$ cat src/rtl/modo1_detector_nota.sv
// -----------------------------------------------------------------------------
// modo1_detector_nota
// Player-side front end for mode 1. While it is the player's turn it debounces
// the piano keys, encodes the pressed key into a note index, measures the hold
// time in metronome ticks and, on a debounced release, raises nota_feita for
// one cycle with nota_correta / tempo_correto already registered.
//
// Ports
//   clock            in   rising-edge system clock
//   reset            in   asynchronous, active-low
//   habilita         in   player turn; low forces aguarda_livre, keys ignored
//   teclas           in   raw key levels, 1 = pressed
//   tick_metro       in   one-cycle metronome subdivision pulse
//   nota_esperada    in   expected note index (sampled on entry to finaliza)
//   duracao_esperada in   expected hold time in ticks (sampled on entry to finaliza)
//   nota_feita       out  one-cycle pulse: a press/release was captured
//   nota             out  index of the captured key (lowest pressed index)
//   duracao          out  captured hold time in ticks (saturating)
//   nota_correta     out  single key and nota == nota_esperada
//   tempo_correto    out  |duracao - duracao_esperada| <= TOLERANCIA
//   db_estado        out  current FSM state code
// -----------------------------------------------------------------------------
module modo1_detector_nota #(
    parameter int NUM_TECLAS      = 12,
    parameter int DEBOUNCE_CICLOS = 50000,
    parameter int LARGURA_DUR     = 8,
    parameter int TOLERANCIA      = 1
) (
    input  logic                   clock,
    input  logic                   reset,
    input  logic                   habilita,
    input  logic [NUM_TECLAS-1:0]  teclas,
    input  logic                   tick_metro,
    input  logic [3:0]             nota_esperada,
    input  logic [LARGURA_DUR-1:0] duracao_esperada,
    output logic                   nota_feita,
    output logic [3:0]             nota,
    output logic [LARGURA_DUR-1:0] duracao,
    output logic                   nota_correta,
    output logic                   tempo_correto,
    output logic [2:0]             db_estado
);

    localparam int CW = (DEBOUNCE_CICLOS > 1) ? $clog2(DEBOUNCE_CICLOS) : 1;
    localparam logic [CW-1:0]          CNT_MAX = CW'(DEBOUNCE_CICLOS - 1);
    localparam logic [LARGURA_DUR-1:0] DUR_MAX = '1;
    localparam logic [LARGURA_DUR:0]   TOL     = (LARGURA_DUR + 1)'(TOLERANCIA);

    typedef enum logic [2:0] {
        AGUARDA_LIVRE  = 3'd0,
        OCIOSO         = 3'd1,
        DEBOUNCE_PRESS = 3'd2,
        PRESSIONADA    = 3'd3,
        DEBOUNCE_SOLTA = 3'd4,
        FINALIZA       = 3'd5
    } estado_t;

    estado_t                estado_q,   estado_d;
    logic [NUM_TECLAS-1:0]  vetor_q,    vetor_d;
    logic [CW-1:0]          cnt_q,      cnt_d;
    logic [3:0]             nota_q,     nota_d;
    logic                   multipla_q, multipla_d;
    logic [LARGURA_DUR-1:0] duracao_q,  duracao_d;
    logic                   correta_q,  correta_d;
    logic                   tempo_q,    tempo_d;

    // Key encoder: lowest pressed index wins; multiple keys flagged separately.
    logic [3:0] indice;
    logic       varias;

    always_comb begin
        indice = '0;
        for (int i = NUM_TECLAS - 1; i >= 0; i--) begin
            if (teclas[i]) indice = 4'(i);
        end
    end

    // Clearing the lowest set bit leaves something only if two or more were set.
    assign varias = |(teclas & (teclas - NUM_TECLAS'(1)));

    // Saturating tick counter value for this cycle.
    logic [LARGURA_DUR-1:0] dur_inc;
    assign dur_inc = (tick_metro && (duracao_q != DUR_MAX)) ? duracao_q + LARGURA_DUR'(1)
                                                             : duracao_q;

    // Duration compare in one extra bit, signed, so the difference never wraps.
    // Uses dur_inc so a tick in the last debounce_solta cycle is included.
    logic signed [LARGURA_DUR:0] diff;
    logic        [LARGURA_DUR:0] abs_diff;
    logic                        tempo_ok;

    assign diff     = $signed({1'b0, dur_inc}) - $signed({1'b0, duracao_esperada});
    assign abs_diff = diff[LARGURA_DUR] ? (-diff) : diff;
    assign tempo_ok = (abs_diff <= TOL);

    always_comb begin
        estado_d   = estado_q;
        vetor_d    = vetor_q;
        cnt_d      = cnt_q;
        nota_d     = nota_q;
        multipla_d = multipla_q;
        duracao_d  = duracao_q;
        correta_d  = correta_q;
        tempo_d    = tempo_q;

        if (!habilita) begin
            // Leaving the turn abandons any press; captured outputs are kept.
            estado_d = AGUARDA_LIVRE;
        end else begin
            unique case (estado_q)
                AGUARDA_LIVRE: begin
                    // A key already down when the turn starts must be released first.
                    if (teclas == '0) estado_d = OCIOSO;
                end
                OCIOSO: begin
                    if (teclas != '0) begin
                        estado_d = DEBOUNCE_PRESS;
                        vetor_d  = teclas;
                        cnt_d    = '0;
                    end
                end
                DEBOUNCE_PRESS: begin
                    if (teclas != vetor_q) begin
                        estado_d = OCIOSO;
                    end else if (cnt_q == CNT_MAX) begin
                        estado_d   = PRESSIONADA;
                        nota_d     = indice;
                        multipla_d = varias;
                        duracao_d  = '0;  // a tick in this cycle is deliberately dropped
                    end else begin
                        cnt_d = cnt_q + CW'(1);
                    end
                end
                PRESSIONADA: begin
                    duracao_d = dur_inc;
                    if (teclas == '0) begin
                        estado_d = DEBOUNCE_SOLTA;
                        cnt_d    = '0;
                    end
                end
                DEBOUNCE_SOLTA: begin
                    duracao_d = dur_inc;
                    if (teclas != '0) begin
                        // Release bounce: resume the same press, duration kept.
                        estado_d = PRESSIONADA;
                    end else if (cnt_q == CNT_MAX) begin
                        estado_d  = FINALIZA;
                        correta_d = !multipla_q && (nota_q == nota_esperada);
                        tempo_d   = tempo_ok;
                    end else begin
                        cnt_d = cnt_q + CW'(1);
                    end
                end
                FINALIZA: begin
                    estado_d = OCIOSO;
                end
                default: begin
                    estado_d = AGUARDA_LIVRE;
                end
            endcase
        end
    end

    always_ff @(posedge clock or negedge reset) begin
        if (!reset) begin
            estado_q   <= AGUARDA_LIVRE;
            vetor_q    <= '0;
            cnt_q      <= '0;
            nota_q     <= '0;
            multipla_q <= 1'b0;
            duracao_q  <= '0;
            correta_q  <= 1'b0;
            tempo_q    <= 1'b0;
        end else begin
            estado_q   <= estado_d;
            vetor_q    <= vetor_d;
            cnt_q      <= cnt_d;
            nota_q     <= nota_d;
            multipla_q <= multipla_d;
            duracao_q  <= duracao_d;
            correta_q  <= correta_d;
            tempo_q    <= tempo_d;
        end
    end

    // Gated by habilita so a turn ending during finaliza produces no pulse.
    assign nota_feita    = (estado_q == FINALIZA) && habilita;
    assign nota          = nota_q;
    assign duracao       = duracao_q;
    assign nota_correta  = correta_q;
    assign tempo_correto = tempo_q;
    assign db_estado     = estado_q;

endmodule
$ cat config.mk
export PLATFORM = sky130hd
export DESIGN_NAME = modo1_detector_nota
export DESIGN_NICKNAME = d
export VERILOG_FILES = /design/src/rtl/modo1_detector_nota.sv
export SDC_FILE = /design/constraint.sdc
export NUM_CORES = 1
export LEC_CHECK = 0
export CAP_MARGIN = 0
export CORE_UTILIZATION = 50
export DETAILED_ROUTE_END_ITERATION = 16
export GPL_ROUTABILITY_DRIVEN = 0
export PLACE_DENSITY = 0.77
export RECOVER_POWER = 100
export SETUP_SLACK_MARGIN = 0.5
export SLEW_MARGIN = 20
export SYNTH_ARGS = -nofsm -noshare
export SYNTH_HDL_FRONTEND = slang
export SYNTH_SLANG_ARGS = --single-unit
$ cat constraint.sdc
create_clock -name clock -period 3.25 [get_ports clock]
set_input_delay 0.65 -clock clock [delete_from_list [all_inputs] [get_ports clock]]
set_output_delay 0.65 -clock clock [all_outputs]
set_load 0.005 [all_outputs]
Word level (Yosys, flattened, before mapping). Index checks and enable logic that the tools add are counted.

ROM bits: 0. Logic and storage cells: 85. Bits in latches: 0. Input bits: 28. Bits in registers: 46. Bits in writable memories: 0. Memories kept: 0.

Multiplexer cells: 32. Div/mod/pow operators: 0. $mul: 0. Bitwise logic cells: 3. Equal/unequal tests: 19. Reduce and logical (&&, ||, !) cells: 17. Shift-type cells: 0. Magnitude comparators: 1. Add/sub/neg operators: 5.

Operators by type and width (count): 16-bit 2-to-1 mux (5); 16-bit case mux with 4 select lines (1); 4-bit 2-to-1 mux (12); 3-bit 2-to-1 mux (8); 8-bit 2-to-1 mux (3); 3-bit case mux with 6 select lines (1); 16-bit by 1-bit adder with 16-bit output (second input constant) (1); 16-bit equality test (second input constant) (1); 8-bit case mux with 2 select lines (1); 12-bit AND (1); 12-bit logical NOT (1); 12-bit inequality test (1); 4-bit AND reduction (3); 12-bit nonzero test (1); 12-bit OR reduction (1); 12-bit by 1-bit subtractor with 12-bit output (second input constant) (1); 2-bit inequality test (second input constant) (5); 9-bit by 1-bit <= comparator with 1-bit output (second input constant) (1); 9-bit 2-to-1 mux (1); 3-bit inequality test (second input constant) (3); 9-bit negator (1); 8-bit by 8-bit subtractor with 9-bit output (1); 8-bit by 1-bit adder with 8-bit output (second input constant) (1); 4-bit inequality test (second input constant) (2); other kinds (15) (20).

Logic depth before layout (Yosys ltp).
Depth in word-level cells: 12. Mapped depth: 14. Gate-level depth less buffers: 14.

Worst setup path after synthesis. Ideal clock, no wire load.

Path kind: register to register. Start point: register duracao_q[0], in the netlist duracao[0]. End point: register tempo_q, in the netlist tempo_correto. Path slack: -0.306 ns. Data arrival time: 3.474 ns. Path buffers: 0. Required time: 3.168 ns. Cell stages (with the launch flop): 14. Cell sequence: dfrtp_1 > ha_1 > and2_1 > a41oi_1 > nand2_1 > nor2_1 > xor2_1 > ha_1 > and3_1 > a2111oi_0 > xnor2_1 > o21ai_0 > or4_1 > a31oi_1.

Word-level cells in the longest chain between the ends: 7. Elaborated cells on any way between the ends: 8. Those cells by class: 3 x add/sub; 1 x order compare; 1 x eq/ne; 2 x mux; 1 x reduce/logical.

Ends and longest elaborated chain: from (decl) (RTL line 63) `logic [LARGURA_DUR-1:0] duracao_q, duracao_d;`; from (signal assigned) (RTL line 180) `duracao_q <= duracao_d;`; branches (longest 2 deep; another with 8-bit by 1-bit adder with 8-bit output); 8-bit 2-to-1 mux * (RTL line 83) `assign dur_inc = (tick_metro && (duracao_q != DUR_MAX)) ? duracao_q + LARGURA_DUR'(1)`; 8-bit by 8-bit subtractor with 9-bit output * (RTL line 92) `assign diff = $signed({1'b0, dur_inc}) - $signed({1'b0, duracao_esperada});`; 9-bit negator (RTL line 93) `assign abs_diff = diff[LARGURA_DUR] ? (-diff) : diff;`; 9-bit 2-to-1 mux * (RTL line 93); 9-bit by 1-bit <= comparator with 1-bit output * (RTL line 94) `assign tempo_ok = (abs_diff <= TOL);`; to (signal assigned) (RTL line 182) `tempo_q <= tempo_d;`; to (decl) (RTL line 65) `logic tempo_q, tempo_d;`.

Every way passes the cells marked *. A chain may end at the register's enable or synchronous reset.

Final worst setup path.
Start point: register duracao_q[1], in the netlist duracao[1]. End point: register tempo_q, in the netlist tempo_correto.

Same word-level chain as after synthesis.

==> PnR_summary.wiki <==
{| class="wikitable"
! Metric !! Value
|-
| Outcome || finished with violations
|-
| Violations in the final reports || max-capacitance violations, max-slew violations
|-
| Syn Area/Cell || 8.90 µm²
|-
| Max-cap check violation count || 1
|-
| Post-synth ARST share || 100%
|-
| Total detailed-routing wirelength || 8.31 mm
|-
| Endpoint of the worst register-to-register path || tempo_correto
|-
| Number of warnings reported in the yosys synthesis log || 0
|-
| Cell leakage power || 1.98 nW
|-
| Hold-critical path depth || 2
|-
| Worst slew pin tran || 2550 ps
|-
| Reg2Reg Setup Slack || 20 ps
|-
| Maximum number of buffers from clock root to sink || 2
|-
| Arrival time at the worst endpoint || 3460 ps
|-
| Final Slew Violations || 47
|-
| Initial DRC Count || 154
|-
| Proportion of netlist area held by the largest area contributor || 36.1%
|-
| Fraction of power spent switching nets || 26.6%
|-
| Area of the die || 6690 µm²
|-
| Most common cell in the synthesized netlist || sky130_fd_sc_hd__dfrtp_1
|-
| Placeable core area || 6030 µm²
|-
| Starting utilization of the core area || 52.9%
|-
| Maximum frequency from static timing analysis || 310 MHz
|-
| Number of antenna violations at the first check in global routing || 0
|-
| Worst-skew pair later-pin latency || 310 ps
|-
| Worst hold path class || reg -> reg
|-
| Cell count after synthesis || 358
|-
| Chip Width || 81.8 µm
|-
| Mean number of vias per cell || 5.90
|-
| Vias in the first global route || 2,869
|-
| Ports || 46
|-
| Unrepaired setup endpoints after global routing || yes
|-
| Flip-flop and latch count after synthesis || 46
|-
| Classification of the worst setup path || reg -> reg
|-
| Final cell utilization of the core || 70.2%
|-
| Leftover overflow at the end of global routing || 0
|-
| Clk network pwr share || 32.4%
|-
| Ratio of total power to cell area || 261 nW/µm²
|-
| Number of different library cells in the post-synthesis netlist || 55
|-
| Largest clock skew in the final design || 4.70 ps
|-
| CTS tree || built
|-
| Commonest cells in the synthesized netlist || sky130_fd_sc_hd__dfrtp_1, sky130_fd_sc_hd__nor2_1, sky130_fd_sc_hd__xor2_1
|-
| Number of flops mapped to enable cells by yosys || 0
|-
| Level count of the clock H-tree || 2
|-
| Die H || 81.8 µm
|-
| DR vias || 3,074
|-
| Cell types occupying the most area after synthesis || sky130_fd_sc_hd__dfrtp_1, sky130_fd_sc_hd__xor2_1, sky130_fd_sc_hd__mux2_2, sky130_fd_sc_hd__ha_1, sky130_fd_sc_hd__xnor2_1
|-
| All-Layer GR Usage || 26.4%
|-
| Number of hold violations in the final report || 0
|-
| Switching component of the power || 293 µW
|-
| Share of layout cells above drive strength 1 || 22.4%
|-
| Worst-case hold path end point || nota_correta
|-
| Setup violations, final || 0
|-
| Hold Buf Count CTS || 0
|-
| Area leader, netlist || sky130_fd_sc_hd__dfrtp_1
|-
| IR drop worst, VDD || 0.225 mV
|-
| Element type at the critical path end || flop
|-
| Post-route antenna net violation count || 0
|-
| Met3 usage in global routing || 4.44%
|-
| Startpoint of the lowest-slack register-to-register path || duracao[1]
|-
| Post-Syn Area || 3190 µm²
|-
| Max Fanout on Critical Path || 5
|-
| Flop pwr share || 51.9%
|-
| Root buffer cell || sky130_fd_sc_hd__clkbuf_8
|-
| Internal Dissipation || 810 µW
|-
| Synth Net Count || 398
|-
| Final worst-path cycle share || 99.3%
|-
| CP Launch Type || flop
|-
| HPWL after detailed placement || 6.00 mm
|-
| Worst rel slew slack || -69.8%
|-
| Final Net Count || 485
|-
| Std cell rows || 28
|-
| Port Buf Inserts || 45
|-
| Top FF cell, synth || sky130_fd_sc_hd__dfrtp_1
|-
| Residual DRC count || 0
|-
| Largest net degree at the start of global routing || 47
|-
| Number of search-and-repair iterations in the first detailed-routing pass || 5
|-
| Number of buffers added by the clock tree synthesis step || 5
|-
| TritonCTS Sinks || 46
|-
| Combinational Power Share || 15.6%
|-
| Cell Area, Placed || 4070 µm²
|-
| Req. time, crit path || 3480 ps
|-
| Routing layer with the top usage in global route || met2
|-
| Post-synthesis sequential area ratio || 36.1%
|-
| Global-route wire length before repair || 13.3 mm
|-
| Average wire per cell in the routed design || 16.0 µm
|-
| Post-layout minimum cycle time || 3230 ps
|-
| Global-route met2 utilization || 45.7%
|-
| Hold Startpoint || nota_correta
|-
| FF-to-FF path depth || 14
|-
| Layout Area Growth over Synthesis || 32.7%
|-
| Clk pin slew, worst setup/hold paths || 80 ps
|-
| Number of diodes added for antenna fixing || 0
|-
| Final Instance Area || 4230 µm²
|-
| Worst hold slack after final layout || 480 ps
|-
| Final total negative setup slack || 0 ps
|-
| Met1 Usage GRT || 33.2%
|}
## how the worst max path moves through the flow
stage,depth (start not counted),slack (ps),to,startpoint
2_1_floorplan,13,90,tempo_correto,duracao[0]
3_3_place_gp,13,-350,tempo_correto,tick_metro
3_5_place_dp,13,-470,tempo_correto,tick_metro
4_1_cts,13,60,tempo_correto,duracao[1]
5_1_grt,14,-200,tempo_correto,duracao[0]
6_report,14,20,tempo_correto,duracao[1]
## final cells by class
type                            count  area (µm²)
Clock buffer                        6        72.6
Clock inverter                      2        13.8
Fill cell                         480        1800
Inverter                           16        60.1
Multi-Input combinational cell    278        2050
Sequential cell                    46        1150
Tap cell                           75        93.8
Timing Repair Buffer               98         786
## kinds of logic after synthesis
group | after synthesis | share of synthesized area [%]
simple gates | 139 | 23.5
compound gates | 72 | 14.8
flops | 46 | 36.1
xor+xnor | 39 | 10.7
buf+inv | 34 | 4.36
mux | 15 | 5.26
fa+ha+maj | 13 | 5.26
## per-layer routing
layer,vias up,part of all wire (%)
li1,1469,-
met1,1494,43
met2,93,51
met3,18,4.2
met4,0,1.9
met5,-,0
## worst max-delay path, cell delays in order, from the launching register on
cell	delay [ps]
sky130_fd_sc_hd__dfrtp_1	390
sky130_fd_sc_hd__ha_2	190
sky130_fd_sc_hd__and2_4	150
sky130_fd_sc_hd__a41oi_4	310
sky130_fd_sc_hd__nand2_1	140
sky130_fd_sc_hd__buf_4	160
sky130_fd_sc_hd__xnor2_2	130
sky130_fd_sc_hd__ha_1	360
sky130_fd_sc_hd__nand2b_1	150
sky130_fd_sc_hd__a21oi_1	100
sky130_fd_sc_hd__o21ai_1	170
sky130_fd_sc_hd__nand2b_1	90
sky130_fd_sc_hd__xnor2_1	140
sky130_fd_sc_hd__or4_1	510
sky130_fd_sc_hd__a31oi_1	170
## through the flow
step	cells	total power [mW]	setup slack, ps
after CTS	517	1.11	64.6
after global placement	506	0.747	-349
final	521	1.10	21.8
after detailed placement	506	0.752	-473
after floorplan	358	0.667	85.5
after global routing	521	1.15	-196
## sequential cells by signal, indices dropped and copies added (netlist names)
signal / cells
nota: 4
nota_correta: 1
multipla_q: 1
vetor_q: 12
duracao: 8
cnt_q: 16
tempo_correto: 1
db_estado: 3
## layout by cell type (no fill, tap or decap), types with 4 or more instances in the layout
| master | n |
|---|---|
| sky130_fd_sc_hd__or4_1 | 4 |
| sky130_fd_sc_hd__and3_1 | 6 |
| sky130_fd_sc_hd__buf_2 | 4 |
| sky130_fd_sc_hd__nor3_1 | 14 |
| sky130_fd_sc_hd__clkbuf_8 | 5 |
| sky130_fd_sc_hd__xnor2_1 | 10 |
| sky130_fd_sc_hd__nor2_1 | 30 |
| sky130_fd_sc_hd__ha_1 | 10 |
| sky130_fd_sc_hd__xor2_1 | 17 |
| sky130_fd_sc_hd__inv_1 | 15 |
| sky130_fd_sc_hd__nand2b_1 | 7 |
| sky130_fd_sc_hd__a21oi_1 | 17 |
| sky130_fd_sc_hd__xor2_2 | 7 |
| sky130_fd_sc_hd__mux2_2 | 12 |
| sky130_fd_sc_hd__clkbuf_1 | 9 |
| sky130_fd_sc_hd__nor4_1 | 5 |
| sky130_fd_sc_hd__dfrtp_1 | 46 |
| sky130_fd_sc_hd__xnor2_2 | 5 |
| sky130_fd_sc_hd__o21ai_1 | 4 |
| sky130_fd_sc_hd__o21ai_0 | 15 |
| sky130_fd_sc_hd__nand3_1 | 16 |
| sky130_fd_sc_hd__nand2_1 | 20 |
| sky130_fd_sc_hd__dlygate4sd3_1 | 20 |
| sky130_fd_sc_hd__buf_4 | 45 |
| sky130_fd_sc_hd__nand4_1 | 10 |
| sky130_fd_sc_hd__clkdlybuf4s50_1 | 13 |
| sky130_fd_sc_hd__o31ai_1 | 7 |
## repair_timing
| action | 4_1_cts | 5_1_grt |
|---|---|---|
| setup buffers | 3 | 3 |
| setup endpoints to repair | 20 | 17 |
| resized for setup | 34 | 28 |
| gates cloned | 0 | 1 |
| pin swaps | 24 | 12 |
## power groups by stage
stage          clock network [mW]  registers, mW  logic [mW]
3_5_place_dp                    0          0.584       0.167
4_1_cts                     0.365          0.573       0.169
3_3_place_gp                    0          0.584       0.163
5_1_grt                     0.385          0.573       0.189
6_report                    0.358          0.573       0.173
2_1_floorplan                   0          0.584      0.0823
No activity file was read; power rests on OpenSTA's default activity.
